<file path="src/rtl/read_batch_loader.sv">
// read_batch_loader: host cache-line stream to read-RAM loader.
// Takes one header line then 4 lines per read; waits for load_done.
module read_batch_loader #(
  parameter int CL             = 512,
  parameter int READ_NUM_WIDTH = 10,
  parameter int MAX_READ       = 1024,
  parameter int DONE_TIMEOUT   = 255
) (
  input  logic                    clk,
  input  logic                    reset,
  input  logic                    start,
  input  logic                    host_valid,
  input  logic [CL-1:0]           host_data,
  output logic                    host_ready,
  output logic                    ram_clear,
  output logic                    load_valid,
  output logic [CL-1:0]           load_data,
  output logic [READ_NUM_WIDTH:0] batch_size,
  input  logic                    load_done,
  output logic                    busy,
  output logic                    done,
  output logic                    error
);

  localparam int NW = READ_NUM_WIDTH + 1;
  localparam int LW = READ_NUM_WIDTH + 3;
  localparam int WW = 8;

  localparam logic [NW-1:0] MAX_N = NW'(MAX_READ);
  localparam logic [WW-1:0] TO    = WW'(DONE_TIMEOUT);

  typedef enum logic [1:0] {
    IDLE,
    HDR,
    STREAM,
    WAIT_DONE
  } state_e;

  state_e          state_q, state_d;
  logic [LW-1:0]   line_cnt_q, line_cnt_d;
  logic [WW-1:0]   wait_cnt_q, wait_cnt_d;
  logic [NW-1:0]   batch_size_q, batch_size_d;
  logic [CL-1:0]   load_data_q, load_data_d;
  logic            load_valid_q, load_valid_d;
  logic            ram_clear_q, ram_clear_d;
  logic            done_q, done_d;
  logic            error_q, error_d;

  logic            xfer;
  logic [NW-1:0]   hdr_n;
  logic            hdr_bad;
  logic [LW-1:0]   last_line;
  logic [WW-1:0]   wait_inc;

  assign xfer      = host_valid & host_ready;
  assign hdr_n     = host_data[READ_NUM_WIDTH:0];
  assign hdr_bad   = (hdr_n == '0) || (hdr_n > MAX_N);
  assign last_line = {batch_size_q, 2'b00} - LW'(1);
  assign wait_inc  = (wait_cnt_q == '1) ? wait_cnt_q
                                        : wait_cnt_q + WW'(1);

  // State and datapath registers; reset drops everything at once.
  always_ff @(posedge clk or posedge reset) begin
    if (reset) begin
      state_q      <= IDLE;
      line_cnt_q   <= '0;
      wait_cnt_q   <= '0;
      batch_size_q <= '0;
      load_data_q  <= '0;
      load_valid_q <= 1'b0;
      ram_clear_q  <= 1'b0;
      done_q       <= 1'b0;
      error_q      <= 1'b0;
    end else begin
      state_q      <= state_d;
      line_cnt_q   <= line_cnt_d;
      wait_cnt_q   <= wait_cnt_d;
      batch_size_q <= batch_size_d;
      load_data_q  <= load_data_d;
      load_valid_q <= load_valid_d;
      ram_clear_q  <= ram_clear_d;
      done_q       <= done_d;
      error_q      <= error_d;
    end
  end

  // Next-state and next-register logic for the batch sequence.
  always_comb begin
    state_d      = state_q;
    line_cnt_d   = line_cnt_q;
    wait_cnt_d   = wait_cnt_q;
    batch_size_d = batch_size_q;
    load_data_d  = load_data_q;
    load_valid_d = 1'b0;
    ram_clear_d  = 1'b0;
    done_d       = done_q;
    error_d      = error_q;
    unique case (state_q)
      IDLE: begin
        if (start) begin
          ram_clear_d = 1'b1;
          done_d      = 1'b0;
          error_d     = 1'b0;
          state_d     = HDR;
        end
      end
      HDR: begin
        if (xfer) begin
          if (hdr_bad) begin
            error_d = 1'b1;
            state_d = IDLE;
          end else begin
            batch_size_d = hdr_n;
            line_cnt_d   = '0;
            state_d      = STREAM;
          end
        end
      end
      STREAM: begin
        if (xfer) begin
          load_valid_d = 1'b1;
          load_data_d  = host_data;
          line_cnt_d   = line_cnt_q + LW'(1);
          if (line_cnt_q == last_line) begin
            wait_cnt_d = '0;
            state_d    = WAIT_DONE;
          end
        end
      end
      WAIT_DONE: begin
        if (load_done) begin
          done_d  = 1'b1;
          state_d = IDLE;
        end else begin
          wait_cnt_d = wait_inc;
          if (wait_inc == TO) begin
            error_d = 1'b1;
            state_d = IDLE;
          end
        end
      end
      default: state_d = IDLE;
    endcase
  end

  // Outputs; ready and busy follow state so reset clears them at once.
  always_comb begin
    host_ready = (state_q == HDR) || (state_q == STREAM);
    busy       = (state_q != IDLE);
    ram_clear  = ram_clear_q;
    load_valid = load_valid_q;
    load_data  = load_data_q;
    batch_size = batch_size_q;
    done       = done_q;
    error      = error_q;
  end

endmodule

</file>
<file path="config.mk">
export PLATFORM = sky130hd
export DESIGN_NAME = read_batch_loader
export DESIGN_NICKNAME = d
export VERILOG_FILES = /design/src/rtl/read_batch_loader.sv
export SDC_FILE = /design/constraint.sdc
export NUM_CORES = 1
export LEC_CHECK = 0
export ABC_AREA = 1
export CORE_AREA = 2 2 413 415
export DETAILED_ROUTE_END_ITERATION = 8
export DIE_AREA = 0 0 415 417
export DONT_BUFFER_PORTS = 1
export PLACE_DENSITY = 0.3
export SETUP_SLACK_MARGIN = 0.2
export SLEW_MARGIN = 10
export SYNTH_ARGS = -nofsm -noshare
export SYNTH_HDL_FRONTEND = slang
export SYNTH_SLANG_ARGS = --single-unit
</file>
<file path="constraint.sdc">
create_clock -name clk -period 28.5 [get_ports clk]
set_input_delay 8.55 -clock clk [delete_from_list [all_inputs] [get_ports clk]]
set_output_delay 8.55 -clock clk [all_outputs]
set_load 0.05 [all_outputs]
</file>
==> impl_metrics.env <==
export IMPL_layout_nets=3038
export IMPL_rr_worst_depth=9
export IMPL_yosys_cell_types_count=34
export IMPL_synth_edf_count=0
export IMPL_tightest_slew_ps=1030
export IMPL_skew_ps=19.6
export IMPL_rsz0062_at_grt="false"
export IMPL_synth_area_mux_share=0
export IMPL_crit_path_start_kind="input port"
export IMPL_fin_tns_setup_ps=0
export IMPL_synth_simple_area_share=0.309
export IMPL_slowest_delay_ps=760
export IMPL_portBuffers=0
export IMPL_syn2layout_area_growth_pct=22.1
export IMPL_hp_class="register to register"
export IMPL_synth_net_count=3067
export IMPL_die_h_um=417
export IMPL_synth_top_family_by_area="simple AND/OR/NAND/NOR gates"
export IMPL_worstSetupPathType="input port to register"
export IMPL_viasPerCell=3.37
export IMPL_hold_depth=2
export IMPL_overflow=0
export IMPL_grt_max_degree=142
export IMPL_cts_resized=0
export IMPL_netlist_area_sq_mm=0.0218
export IMPL_dp_hpwl_mm=66.0
export IMPL_cts_root_buffer="clkbuf_16"
export IMPL_worstSetupEndpointType="register"
export IMPL_synth_warnings=0
export IMPL_cp_data_arrival_time_ps=12230
export IMPL_async_flop_share=1.00
export IMPL_start_util=0.129
export IMPL_slew_headroom=0.311
export IMPL_outcome="completed"
export IMPL_fill_cells=19200
export IMPL_holdCritStartpoint="wait_cnt_q[7]"
export IMPL_maxSlewViolCount=0
export IMPL_mostFrequentLayoutCells="1649 x nand2_1, 550 x dfrtp_1, 74 x clkbuf_16"
export IMPL_grt_antenna_before_repair=15
export IMPL_pre_cts_slack_ps=15920
export IMPL_numCtsBuffers=72
export IMPL_final_setup_worst_slack_ps=16890
export IMPL_io_pins=1046
export IMPL_r2r_slack_ps=23590
export IMPL_ys_ff_latch=550
export IMPL_synth_seq_area_share=0.632
export IMPL_drt_wl_total_mm=89.4
export IMPL_setup_violations_final=0
export IMPL_clock_latency_ps=690
export IMPL_r2r_end="load_data[475]"
export IMPL_rows=151
export IMPL_worst_path_buf_inv=4
export IMPL_drtIter0Drc=1059
export IMPL_cts_tree="built"
export IMPL_firstDrtPassIters=5
export IMPL_drive_gt1_frac=0.0636
export IMPL_core_sq_mm=0.169
export IMPL_die_area_sq_mm=0.173
export IMPL_crit_path_frequent_cell="buf_4"
export IMPL_critPathRequiredTime_ps=29120
export IMPL_cts_num_sinks=550
export IMPL_crit_chain="nand2_4 > buf_4 > buf_4 > buf_4 > buf_4 > nand2_1 > nand2_1"
export IMPL_synth_cells=2541
export IMPL_post_cts_buffers=0
export IMPL_timing_fmax_mhz=86.1
export IMPL_wl_per_cell_um=18.7
export IMPL_clock_path_buffers=3
export IMPL_via_count=16100
export IMPL_synth_xor_area_share=0.00805
export IMPL_ctsHoldBuffers=0
export IMPL_layout_min_cycle_time_ps=11610
export IMPL_crit_path_top_delay_cell="buf_4"
export IMPL_grt_pass1_wl_mm=126
export IMPL_avgSynthCellArea_sq_um=8.56
export IMPL_synthFlopType="dfrtp_1"
export IMPL_htree_num_levels=3
export IMPL_mostFrequentLayoutCell="nand2_1"
export IMPL_synth_compound_area_frac=0.0126
export IMPL_min_period_over_period=0.407
export IMPL_drc=0
export IMPL_min_to="wait_cnt_q[7]"
export IMPL_synth_fa_ha_area_frac=0.00517
export IMPL_place_gp_congestion=0.825
export IMPL_cp_max_fo=74
export IMPL_cp_num_cells=7
export IMPL_ant_nets=0
export IMPL_grtUsageTotal=0.0992
export IMPL_clkTransAtPathRegs_ps=60
export IMPL_critical_path_top_delay_family="buffers and inverters"
export IMPL_grt_pass1_vias=16600
export IMPL_die_w_um=415
export IMPL_cap_violations=0
export IMPL_utilization=0.158
export IMPL_hold_violations=0
export IMPL_reg2reg_from="state_q[0]"
## tightest hold or removal path, cell delays in order (launching register included)
cell and delay (ps):
dfrtp_1 370, nand2_1 60, nand2_1 50
## flip-flops by register name, summed over array words and instances, names as in the netlist, named ones only
name,cells
line_cnt_q,13
load_valid,1
load_data,512
batch_size,11
ram_clear,1
wait_cnt_q,8
done,1
state_q,1
error,1
## metrics by stage
step	cell area, sq um	cells	hold slack, ps
2_1_floorplan	21800	2541	475
3_3_place_gp	24200	4656	505
3_5_place_dp	24200	4656	508
4_1_cts	26600	4781	520
5_1_grt	26600	4789	557
6_report	26600	4790	514
## cells by family after synthesis
kind of cell	after synthesis
adders and majority gates	9
xor gates and xnor gates	20
AOI/OAI and AO/OA	50
and+or+nand+nor	1742
buffers and inverters	170
DFF	550
## cell type report
cell class / count / area, sq um / area share
sequential: 550 / 13800 / 0.518
multi-input combinational: 1821 / 7300 / 0.275
tap: 2218 / 2780 / 0.104
clock buffer: 99 / 2070 / 0.0777
clock inverter: 26 / 307 / 0.0115
inverter: 48 / 195 / 0.00734
timing repair buffer: 19 / 155 / 0.00584
antenna: 9 / 22.5 / 0.000847
## synth_stat cells, drive strengths merged (9+ instances only)
master / instances / area share
buf: 57 / 0.013
inv: 48 / 0.0083
xnor2: 9 / 0.0036
nand2: 1655 / 0.29
nand3: 27 / 0.0070
clkbuf: 65 / 0.011
or2: 9 / 0.0026
xor2: 11 / 0.0044
o21ai: 45 / 0.010
dfrtp: 550 / 0.63
nor2: 34 / 0.0079
ha: 9 / 0.0052
## routing by layer
metal | track usage | part of all wire | up-vias
met3 | 0.0417 | 0.096 | 129
met4 | 0.0452 | 0.033 | 0
li1 | - | - | 7639
met2 | 0.160 | 0.48 | 679
met1 | 0.114 | 0.39 | 7679
met5 | 0 | 0 | -
## worst max-delay path by stage
stage                    start                         end
finish              host_valid              load_data[475]
global placement         reset               load_data[85]
CTS                      reset               load_data[66]
detailed placement       reset               load_data[49]
floorplan                reset  asynchronous set/reset pin
global route             reset               load_data[66]
Power is not shown: default switching activity piles up to over one toggle a cycle in this logic, so the estimate is an artifact.
